**config.mk**
```make
export PLATFORM = sky130hd
export DESIGN_NAME = pcie_fifo_param
export DESIGN_NICKNAME = d
export VERILOG_FILES = /design/src/rtl/pcie_fifo_pkg.sv /design/src/rtl/pcie_fifo_mem.sv /design/src/rtl/pcie_fifo_param.sv
export SDC_FILE = /design/constraint.sdc
export NUM_CORES = 1
export LEC_CHECK = 0
export ABC_AREA = 1
export CAP_MARGIN = 20
export CELL_PAD_IN_SITES_DETAIL_PLACEMENT = 1
export CELL_PAD_IN_SITES_GLOBAL_PLACEMENT = 2
export CORE_UTILIZATION = 32
export CTS_CLUSTER_DIAMETER = 50
export DETAILED_ROUTE_END_ITERATION = 10
export GPL_TIMING_DRIVEN = 0
export PLACE_DENSITY = 0.8
export SLEW_MARGIN = 10
export SYNTH_ARGS = -nofsm -noshare
export SYNTH_HDL_FRONTEND = slang
export SYNTH_SLANG_ARGS = --single-unit
```
**constraint.sdc**
```tcl
create_clock -name clk -period 2.26 [get_ports clk]
set_input_delay 0.226 -clock clk [delete_from_list [all_inputs] [get_ports clk]]
set_output_delay 0.226 -clock clk [all_outputs]
set_load 0.01 [all_outputs]
```
**src/rtl/pcie_fifo_pkg.sv**
```systemverilog
// Shared constants for the transmit-layer lane FIFOs: default geometry and
// the bit positions used when packing FIFO status onto the lane status bus.
package pcie_fifo_pkg;

    localparam int unsigned DefDataWidth = 6;
    localparam int unsigned DefAddrWidth = 2;

    localparam int unsigned StatusFull        = 0;
    localparam int unsigned StatusEmpty       = 1;
    localparam int unsigned StatusAlmostFull  = 2;
    localparam int unsigned StatusAlmostEmpty = 3;
    localparam int unsigned StatusOverflow    = 4;
    localparam int unsigned StatusUnderflow   = 5;
    localparam int unsigned StatusWidth       = 6;

    function automatic logic [StatusWidth-1:0] pack_status(
        input logic full,
        input logic empty,
        input logic almost_full,
        input logic almost_empty,
        input logic overflow,
        input logic underflow
    );
        logic [StatusWidth-1:0] s;
        s                    = '0;
        s[StatusFull]        = full;
        s[StatusEmpty]       = empty;
        s[StatusAlmostFull]  = almost_full;
        s[StatusAlmostEmpty] = almost_empty;
        s[StatusOverflow]    = overflow;
        s[StatusUnderflow]   = underflow;
        return s;
    endfunction

endpackage

```
**src/rtl/pcie_fifo_mem.sv**
```systemverilog
// FIFO storage: DEPTH x DATA_WIDTH register array with one write port and one
// registered read port. The storage itself is never reset; only the read register is.
module pcie_fifo_mem
    import pcie_fifo_pkg::*;
#(
    parameter int unsigned DATA_WIDTH = DefDataWidth,
    parameter int unsigned ADDR_WIDTH = DefAddrWidth
) (
    input  logic                  clk,
    input  logic                  reset,
    input  logic                  wr_en,
    input  logic [ADDR_WIDTH-1:0] wr_addr,
    input  logic [DATA_WIDTH-1:0] wr_data,
    input  logic                  rd_en,
    input  logic [ADDR_WIDTH-1:0] rd_addr,
    output logic [DATA_WIDTH-1:0] rd_data
);

    localparam int unsigned Depth = 1 << ADDR_WIDTH;

    logic [DATA_WIDTH-1:0] mem [Depth];
    logic [DATA_WIDTH-1:0] rd_data_q;

    always_ff @(posedge clk) begin
        if (wr_en) begin
            mem[wr_addr] <= wr_data;
        end
    end

    // Read register holds its value when no pop is accepted.
    always_ff @(posedge clk) begin
        if (reset) begin
            rd_data_q <= '0;
        end else if (rd_en) begin
            rd_data_q <= mem[rd_addr];
        end
    end

    assign rd_data = rd_data_q;

endmodule

```
**src/rtl/pcie_fifo_param.sv**
```systemverilog
// Parametrised synchronous lane FIFO: guarded push/pop, sticky overflow/underflow
// errors, occupancy count and threshold flags derived combinationally from count.
module pcie_fifo_param
    import pcie_fifo_pkg::*;
#(
    parameter int unsigned DATA_WIDTH = DefDataWidth,
    parameter int unsigned ADDR_WIDTH = DefAddrWidth
) (
    input  logic                  clk,
    input  logic                  reset,
    input  logic                  wr_enable,
    input  logic                  rd_enable,
    input  logic [DATA_WIDTH-1:0] data_in,
    input  logic [ADDR_WIDTH:0]   th_almost_empty,
    input  logic [ADDR_WIDTH:0]   th_almost_full,
    input  logic                  err_clear,
    output logic [DATA_WIDTH-1:0] data_out,
    output logic                  data_out_valid,
    output logic [ADDR_WIDTH:0]   count,
    output logic                  full_fifo,
    output logic                  empty_fifo,
    output logic                  almost_full_fifo,
    output logic                  almost_empty_fifo,
    output logic                  error_overflow,
    output logic                  error_underflow
);

    localparam logic [ADDR_WIDTH:0] DepthCnt = {1'b1, {ADDR_WIDTH{1'b0}}};

    logic [ADDR_WIDTH-1:0] wr_ptr_q, wr_ptr_d;
    logic [ADDR_WIDTH-1:0] rd_ptr_q, rd_ptr_d;
    logic [ADDR_WIDTH:0]   count_q, count_d;
    logic                  valid_q;
    logic                  ovf_q, ovf_d;
    logic                  udf_q, udf_d;
    logic                  push_ok, pop_ok;

    assign empty_fifo        = (count_q == '0);
    assign full_fifo         = (count_q == DepthCnt);
    assign almost_empty_fifo = (count_q <= th_almost_empty);
    // A margin larger than the depth would underflow the subtraction; saturate instead.
    assign almost_full_fifo  = (th_almost_full > DepthCnt) ? 1'b1
                             : (count_q >= (DepthCnt - th_almost_full));

    always_comb begin
        pop_ok   = rd_enable & ~empty_fifo;
        // No bypass: a pop on empty is rejected even with a concurrent push.
        push_ok  = wr_enable & (~full_fifo | pop_ok);
        wr_ptr_d = push_ok ? wr_ptr_q + ADDR_WIDTH'(1) : wr_ptr_q;
        rd_ptr_d = pop_ok  ? rd_ptr_q + ADDR_WIDTH'(1) : rd_ptr_q;
        count_d  = count_q;
        case ({push_ok, pop_ok})
            2'b10:   count_d = count_q + (ADDR_WIDTH + 1)'(1);
            2'b01:   count_d = count_q - (ADDR_WIDTH + 1)'(1);
            default: count_d = count_q;
        endcase
        // A new fault wins over a concurrent clear.
        ovf_d = (wr_enable & ~push_ok) ? 1'b1 : (err_clear ? 1'b0 : ovf_q);
        udf_d = (rd_enable & ~pop_ok)  ? 1'b1 : (err_clear ? 1'b0 : udf_q);
    end

    always_ff @(posedge clk) begin
        if (reset) begin
            wr_ptr_q <= '0;
            rd_ptr_q <= '0;
            count_q  <= '0;
            valid_q  <= 1'b0;
            ovf_q    <= 1'b0;
            udf_q    <= 1'b0;
        end else begin
            wr_ptr_q <= wr_ptr_d;
            rd_ptr_q <= rd_ptr_d;
            count_q  <= count_d;
            valid_q  <= pop_ok;
            ovf_q    <= ovf_d;
            udf_q    <= udf_d;
        end
    end

    pcie_fifo_mem #(
        .DATA_WIDTH(DATA_WIDTH),
        .ADDR_WIDTH(ADDR_WIDTH)
    ) u_mem (
        .clk    (clk),
        .reset  (reset),
        .wr_en  (push_ok),
        .wr_addr(wr_ptr_q),
        .wr_data(data_in),
        .rd_en  (pop_ok),
        .rd_addr(rd_ptr_q),
        .rd_data(data_out)
    );

    assign data_out_valid  = valid_q;
    assign count           = count_q;
    assign error_overflow  = ovf_q;
    assign error_underflow = udf_q;

endmodule

```
# After elaboration in Yosys (flattened, before gate mapping)
# Memory sizes are Yosys's and may differ from the RTL's. A register that Yosys moved wholly into a read port is not among the register bits.
# Cells that the tools add are included.
# W data, S select, Z words.
[op_classes] muxes=7 order_cmp=3 n_div=0 n_mul=0 n_bitwise=9 addsub=5 n_reduce_logical=4 n_shift=0 eq_ne=3
[ops] cell="$mux W1" n=6
[ops] cell="$pmux W3 S2" n=1
[ops] cell="$reduce_bool A2 Y1" n=3
[ops] cell="$add A2 B1 Y2 const B" n=2
[ops] cell="$and A1 B1 Y1" n=4
[ops] cell="$not A1 Y1" n=4
[ops] cell="$add A3 B1 Y3 const B" n=1
[ops] cell="$eq A3 B3 Y1 const B" n=1
[ops] cell="$ge A3 B3 Y1" n=1
[ops] cell="$gt A3 B3 Y1 const B" n=1
[ops] cell="$le A3 B3 Y1" n=1
[ops] cell="$logic_not A3 Y1" n=1
[ops] cell="$sub A3 B1 Y3 const B" n=1
[ops] cell="$sub A3 B3 Y3 const A" n=1
[ops] cell="$eq A2 B1 Y1 const B" n=1
[ops] cell="$eq A2 B2 Y1 const B" n=1
[ops] cell="$or A1 B1 Y1" n=1
[word_totals] ramBits=24 output_inout_bits=16 regBits=10 latchBits=0 mem_count=1 inputBits=17 romBits=0 wordCells=38
[memory_table] memory="u_mem.mem" words=4 word_bits=6 read_ports=1 rd_ports_with_merged_regs=1 write_ports=1 line="pcie_fifo_mem.sv:21" source="logic [DATA_WIDTH-1:0] mem [Depth];"

# Depth between registers and ports, before layout
# Gate-level depths: netlist (run 1).
[logic_depth] ltp_word=8 depth_mapped=13

# Hierarchy
# Synthesis (run 1) repeated with hierarchy kept, for this count alone.
[hier_totals] hier_cells=191 area_unflattened_um2=1844.3
[by_module_without_submodules] module="pcie_fifo_mem" seq_area_each_um2=840.8 cells_per_inst=97 area_per_inst_um2=1166.1 instances=1
[by_module_without_submodules] module="pcie_fifo_param" seq_area_each_um2=200.2 cells_per_inst=94 area_per_inst_um2=678.2 instances=1

# Worst setup path before layout (run 1)
# No wires, ideal clock.
[synth_timing] path_type="reg-to-reg" start="register count_q[1] (netlist: count[1])" end="register count_q[2] (netlist: count[2])" arrival_ns=1.678 synth_period_minus_slack_ns=1.791 required_time_ns=2.147 path_stages_with_launch=13 path_slack_ns=0.469 n_path_buf=0 setup_time_ns=0.113 path_cell_list="dfxtp_1 -> nor2_4 -> nand3_2 -> nand2_1 -> ha_1 -> inv_1 -> fa_1 -> inv_1 -> nand2_1 -> nand3_1 -> nand2_1 -> nand2_1 -> nor2_1"
[synth_via] elab_chain_len=7 elab_cells_between_ends=13 cone_classes="2 x add/sub; 3 x eq/ne; 1 x mux; 5 x bitwise; 2 x reduce/logical"
[synth_rtl] item="start: declaration" line="pcie_fifo_param.sv:32" source="logic [ADDR_WIDTH:0] count_q, count_d;"
[synth_rtl] item="start signal: assignment" line="pcie_fifo_param.sv:73" source="count_q <= count_d;"
[synth_rtl] item="$logic_not A3 Y1" line="pcie_fifo_param.sv:38" source="assign empty_fifo = (count_q == '0);"
[synth_rtl] item="$not A1 Y1" line="pcie_fifo_param.sv:46" source="pop_ok = rd_enable & ~empty_fifo;"
[synth_rtl] item="$and A1 B1 Y1" line="pcie_fifo_param.sv:46"
[synth_rtl] item="$or A1 B1 Y1" line="pcie_fifo_param.sv:48" source="push_ok = wr_enable & (~full_fifo | pop_ok);"
[synth_rtl] item="$and A1 B1 Y1" line="pcie_fifo_param.sv:48"
[synth_rtl] item="$eq A2 B1 Y1 or $eq A2 B2 Y1 (tied branches)" line="pcie_fifo_param.sv:52" source="case ({push_ok, pop_ok})"
[synth_rtl] item="$pmux W3 S2 or $reduce_bool A2 Y1 (tied branches)"
# Several ways; a longest one is shown, not always the timed one.
# A chain may end at the register's enable or synchronous reset.

# Final worst setup path (run 1)
[layout_timing] start="register count_q[2] (netlist: count[2])" end="output port almost_empty_fifo"
[layout_via] elab_chain_len=1
[layout_rtl] item="$le A3 B3 Y1" line="pcie_fifo_param.sv:40" source="assign almost_empty_fifo = (count_q <= th_almost_empty);"
[layout_rtl] item="end: declaration" line="pcie_fifo_param.sv:23" source="output logic almost_empty_fifo,"
# No other way between the ends.

==> results of run 1 <==
[cells in the mapped netlist, drive strengths merged]
cell / count
a21oi: 9
buf: 4
clkbuf: 1
dfxtp: 16
edfxtp: 24
fa: 1
ha: 12
inv: 55
nand2: 61
nand3: 19
nand4: 1
nor2: 24
nor3: 1
o2111ai: 1
o21ai: 5
xnor2: 1
[routing by layer]
metal | wire [um] | part of all wire, %
met1 | 2078 | 50
met5 | 0 | 0
met3 | 101 | 2.4
met2 | 1965 | 47
met4 | 48 | 1.1
[sequential cells by signal, indices dropped and copies added (netlist names)]
signal	count
u_mem.mem	24
u_mem.rd_data	6
count	3
rd_ptr_q	2
wr_ptr_q	2
data_out_valid	1
error_overflow	1
error_underflow	1
[stage by stage]
| step | power, mW | cell area [um2] |
|---|---|---|
| after floorplan | 1.590 | 2036 |
| after detailed placement | 1.994 | 2450 |
| after global placement | 1.969 | 2450 |
| final | 2.390 | 2525 |
| after CTS | 2.430 | 2529 |
| after global routing | 2.592 | 2525 |
[power by group]
| group | leakage (nW) | total [mW] | internal [mW] | switching [mW] |
|---|---|---|---|---|
| logic | 0.771 | 0.973 | 0.443 | 0.531 |
| clock network | 0.0399 | 0.447 | 0.215 | 0.232 |
| registers | 0.352 | 0.970 | 0.881 | 0.0885 |
[what timing repair did]
action                     4_1_cts  5_1_grt
pin swaps                        0        1
setup endpoints to repair        1        1
resized for setup                1        2
[layout by cell type (no fill, tap or decap)]
cell,netlist,layout
nand2_2,5,5
inv_2,3,3
xnor2_1,1,1
clkdlybuf4s50_1,0,31
o2111ai_1,1,1
nand4_1,1,1
fa_1,1,1
ha_1,12,12
buf_4,2,2
o21ai_2,1,1
clkbuf_1,0,2
nor2_1,22,22
nand3_1,18,18
edfxtp_1,24,24
nor3_1,1,1
o21ai_0,4,4
dfxtp_1,16,16
nor2_4,1,1
clkinv_1,0,1
inv_1,52,52
nor2_2,1,1
clkbuf_2,0,1
a21oi_2,1,1
nand2_4,2,2
a21oi_1,8,8
nand2_1,54,54
nand3_2,1,1
buf_6,1,1
clkbuf_8,1,6
buf_8,1,1
[critical path, cell delays in order (launching register included)]
cell,delay (ps)
dfxtp_1,480
ha_1,310
a21oi_1,120
o21ai_0,90
nand2_1,60
clkdlybuf4s50_1,520
[layout make-up]
type | count | area, um2 | area share (%)
Clock buffer | 7 | 76.32 | 3.023
Inverter | 55 | 206.4 | 8.176
Sequential cell | 40 | 1041 | 41.23
Clock inverter | 1 | 3.754 | 0.1487
Timing Repair Buffer | 32 | 315.3 | 12.49
Multi-Input combinational cell | 135 | 733.2 | 29.04
Buffer | 5 | 55.05 | 2.180
Tap cell | 75 | 93.84 | 3.717
[cell families (layout without fill, tap and decap cells)]
| kind of cell | after synthesis | after routing | share of synthesized area (%) |
|---|---|---|---|
| simple gates | 106 | 106 | 22.99 |
| compound gates | 15 | 15 | 4.241 |
| fa+ha+maj | 13 | 13 | 8.359 |
| xor+xnor | 1 | 1 | 0.4303 |
| flops | 40 | 40 | 51.14 |
| buf+inv | 60 | 100 | 12.85 |
[final timing paths]
check | end | cells after the start
hold reg to reg | error_underflow | 2
setup reg to reg | count[2] | 12
setup / recovery | almost_empty_fifo | 5
hold / removal | error_underflow | 2
==> metrics, run 1 <==
TritonCTS clock tree done; Area growth, synth to finish 24.03%; PwrDens 946.5 nW/um2; Die Span Y 81.76 um; max-slew violations 0; Worst Path Max Fanout 6; YS warnings 0; io pins 33; WL/cell 11.98 um; TritonCTS buffer count 5; fin cells 350; R2R setup slack 250 ps; vias per cell 4.291; row count 28; Area contributors post-synth edfxtp_1 (35%), dfxtp_1 (16%), nand2_1 (10%), inv_1 (9.6%), ha_1 (7.4%); status finished clean; Tightest Pin Transition 642.6 ps; clock sink count 40; Final Net Count just over 300; H-tree levels 2; largest net degree at the start of global routing 12; Fill cells 748; setup_tns 0 ps; Final Hold Vio Count 0; Buffers on Ports 32; Reg clk slew, reported paths 70 ps; Max Cap Violations 0; Root Driver clkbuf_8; clk_lat worst skew 280 ps; Max Fclk 477.9 MHz; syn avg cell area 8.663 um2; Clock Skews 4.334 ps; sequential cell area fraction in the yosys report between 50% and 60%; Worst setup EP type output port; Total Routing Usage GR 14.55%; post-route setup slack 167.4 ps; remaining global-route overflow 0; drt pass-1 iters 4; Post-Synthesis Cell Area 2036 um2; diode count 0; # DRC 0; Vias 1502; GP Congestion 0.7268; initial antenna violation count 0; cells after synthesis 235; detailed placer's ending HPWL approximately 3.2 mm; first-pass GRT wire length 7.044 mm; share of layout cells above drive strength 1 9.455%; dpl cells 342; Die ar. 6685 um2; Post-CTS Setup Repair Bufs 0; leading area contributor after synthesis edfxtp_1; P_leak approximately 1.2 nW; startpoint types flop; Die Span X a little over 80 um; GRT met1 Usage between 10% and 20%; hold path startpoint error_underflow; RSZ-0062 raised after global routing no; crit path from count[2]; total length of routed wires 4.194 mm; initial cell density of the core 33.78%; Tcrit/Tclk final between 90% and 100%; Critical Path RT around 2000 ps; reg2reg start count[1]; Routed Antenna Nets 0; M2 GR Usage 22.89%; Final min period 2093 ps; endpoints failing setup 0; Yosys reg bits 40; Final Core Density 41.90%; Yosys top cell area share between 30% and 40%; Critical Setup Path Class flop to output port; hold slack 471.8 ps; vias in the first global route 1496; Place WS -218.0 ps; relative slew slack a little under three fifths; worst hold path type flop to flop; Netlist cell types 26; GR peak layer met2; Post-CTS Hold Buffers 0; met3 Track Usage GR around 3.4%; Post-Syn Nets 265; Critical Path AT 1870 ps; peak supply drop 0.0003406 V; core box area 6026 um2; CTS Buffer Depth 2; drt first-iter violations 15
No activity file was read; power rests on OpenSTA's default activity.
==> inputs of run 2 (changes only) <==
--- a/config.mk
+++ b/config.mk
@@ -14,7 +14,8 @@
 export DETAILED_ROUTE_END_ITERATION = 10
 export GPL_TIMING_DRIVEN = 0
 export PLACE_DENSITY = 0.8
-export SLEW_MARGIN = 10
+export SLEW_MARGIN = 20
 export SYNTH_ARGS = -nofsm -noshare
 export SYNTH_HDL_FRONTEND = slang
 export SYNTH_SLANG_ARGS = --single-unit
+export TNS_END_PERCENT = 1
==> results of run 2 <==
Final layout, timing and power as in run 1 (identical DEF).
==> inputs of run 3 (changes only) <==
--- a/config.mk
+++ b/config.mk
@@ -9,6 +9,7 @@
 export CAP_MARGIN = 20
 export CELL_PAD_IN_SITES_DETAIL_PLACEMENT = 1
 export CELL_PAD_IN_SITES_GLOBAL_PLACEMENT = 2
+export CORE_ASPECT_RATIO = 0.75
 export CORE_UTILIZATION = 32
 export CTS_CLUSTER_DIAMETER = 50
 export DETAILED_ROUTE_END_ITERATION = 10
==> metrics, run 3 (synthesis results as in run 1) <==
status finished clean; max-slew violations 0; GP Congestion 0.6888; worst r2r dst count[2]; Tightest Pin Transition 603.3 ps; WL/cell 12.13 um; Biggest register u_mem.mem; H-tree levels 2; Worst setup EP type output port; remaining global-route overflow 0; hold path startpoint error_overflow; clk_lat worst skew approximately 290 ps; TritonCTS buffer count 5; Final min period approximately 2100 ps; Max Fclk 476.3 MHz; Routed Antenna Nets 0; reg2reg start count[1]; io pins 33; CTS Buffer Depth 2; P_leak 1.179 nW; startpoint types input port; relative slew slack 59.63%; Fill cells 722; Clock Skews 1.317 ps; drt pass-1 iters 4; Final Hold Vio Count 0; core box area 5976 um2; first-pass GRT wire length just over 7 mm; crit path capture almost_full_fifo; Vias 1494; worst hold path type flop to flop; Tcrit/Tclk final 92.91%; diode count 0; vias per cell around 4.2; Buffers on Ports 32; Critical Path RT approximately 2000 ps; detailed placer's ending HPWL 3.272 mm; Die Span Y about 70 um; Die ar. 6688 um2; Root Driver clkbuf_8; largest net degree at the start of global routing 15; crit path from th_almost_full[0]; Critical Path AT 1870 ps; Final Net Count 304; RSZ-0062 raised after global routing no; hold slack 466.0 ps; depth of the most critical reg-to-reg path 12; share of layout cells above drive strength 1 11.27%; PwrDens 997.1 nW/um2; clock sink count 40; # DRC 0; endpoints failing setup 0; peak supply drop 0.0003648 V; TritonCTS clock tree done; most frequent cells in the layout nand2_1 (54), inv_1 (52), clkdlybuf4s50_1 (31); initial antenna violation count 0; Area growth, synth to finish 26.18%; vias in the first global route 1451; Die Span X 94.10 um; setup_tns 0 ps; commonest non-fill, non-tap cell in the layout nand2_1; row count 24; total length of routed wires 4.282 mm; Max Cap Violations 0; max reg flops 24; R2R setup slack 190 ps; Reg clk slew, reported paths 80 ps; Critical Setup Path Class input port to output port; initial cell density of the core 34.07%; Worst Path Max Fanout 3; Post-CTS Setup Repair Bufs 0; Total Routing Usage GR approximately 14%; drt first-iter violations 59
==> run 3: routing by layer <==
layer | routed length (um) | track usage, %
met5 | 0 | 0
met4 | 48 | 5.128
met3 | 186 | 3.548
met2 | 1718 | 19.55
met1 | 2328 | 21.75
==> run 3: cell type report <==
type                    instances  area, um2  share of cell area (%)
clock buffers                   5      68.82                   2.679
flip-flops and latches         40       1042                   40.57
plain buffers                   5      55.05                   2.143
repair buffers                 32      315.3                   12.27
clock inverters                 3      46.29                   1.802
multi-input cells             135      737.0                   28.69
inverters                      55      206.4                   8.037
well taps                      78      97.59                   3.799
==> run 3: stage by stage <==
step	power, mW	cell area, um2	util, %	setup WS [ps]	std cells
3_3_place_gp	1.974	2454	41.06	-192.0	345
4_1_cts	2.605	2571	43.03	11.63	353
3_5_place_dp	1.996	2454	41.06	-222.5	345
2_1_floorplan	1.590	2036	-	469.1	235
5_1_grt	2.760	2569	42.99	31.63	353
6_report	2.561	2569	42.99	160.3	353
==> run 3: worst max-delay path: stages <==
cell	delay (ps)
clkdlybuf4s50_1	500
inv_1	50
ha_1	200
xnor2_1	130
ha_1	350
a21oi_2	160
o2111ai_1	110
clkbuf_2	150
==> run 3: timing repair <==
item | CTS | global route
pin swaps | 0 | 1
setup endpoints to repair | 1 | 2
gates resized for setup | 2 | 3
hold buffers | 0 | 0
gates cloned | 0 | 0
==> run 3: report_power, final <==
group	switching, mW	leakage [nW]	internal (mW)
registers	0.0889	0.353	0.882
clock network	0.267	0.0548	0.333
logic	0.542	0.772	0.449
total	0.898	1.18	1.66
==> run 3: how the worst min path moves through the flow <==
stage	endpoint	slack, ps	cells past startpoint
5_1_grt	error_underflow	490	2
6_report	error_overflow	470	2
2_1_floorplan	rd_ptr_q[1]	290	1
4_1_cts	error_overflow	470	2
3_5_place_dp	error_overflow	460	2
3_3_place_gp	error_overflow	460	2
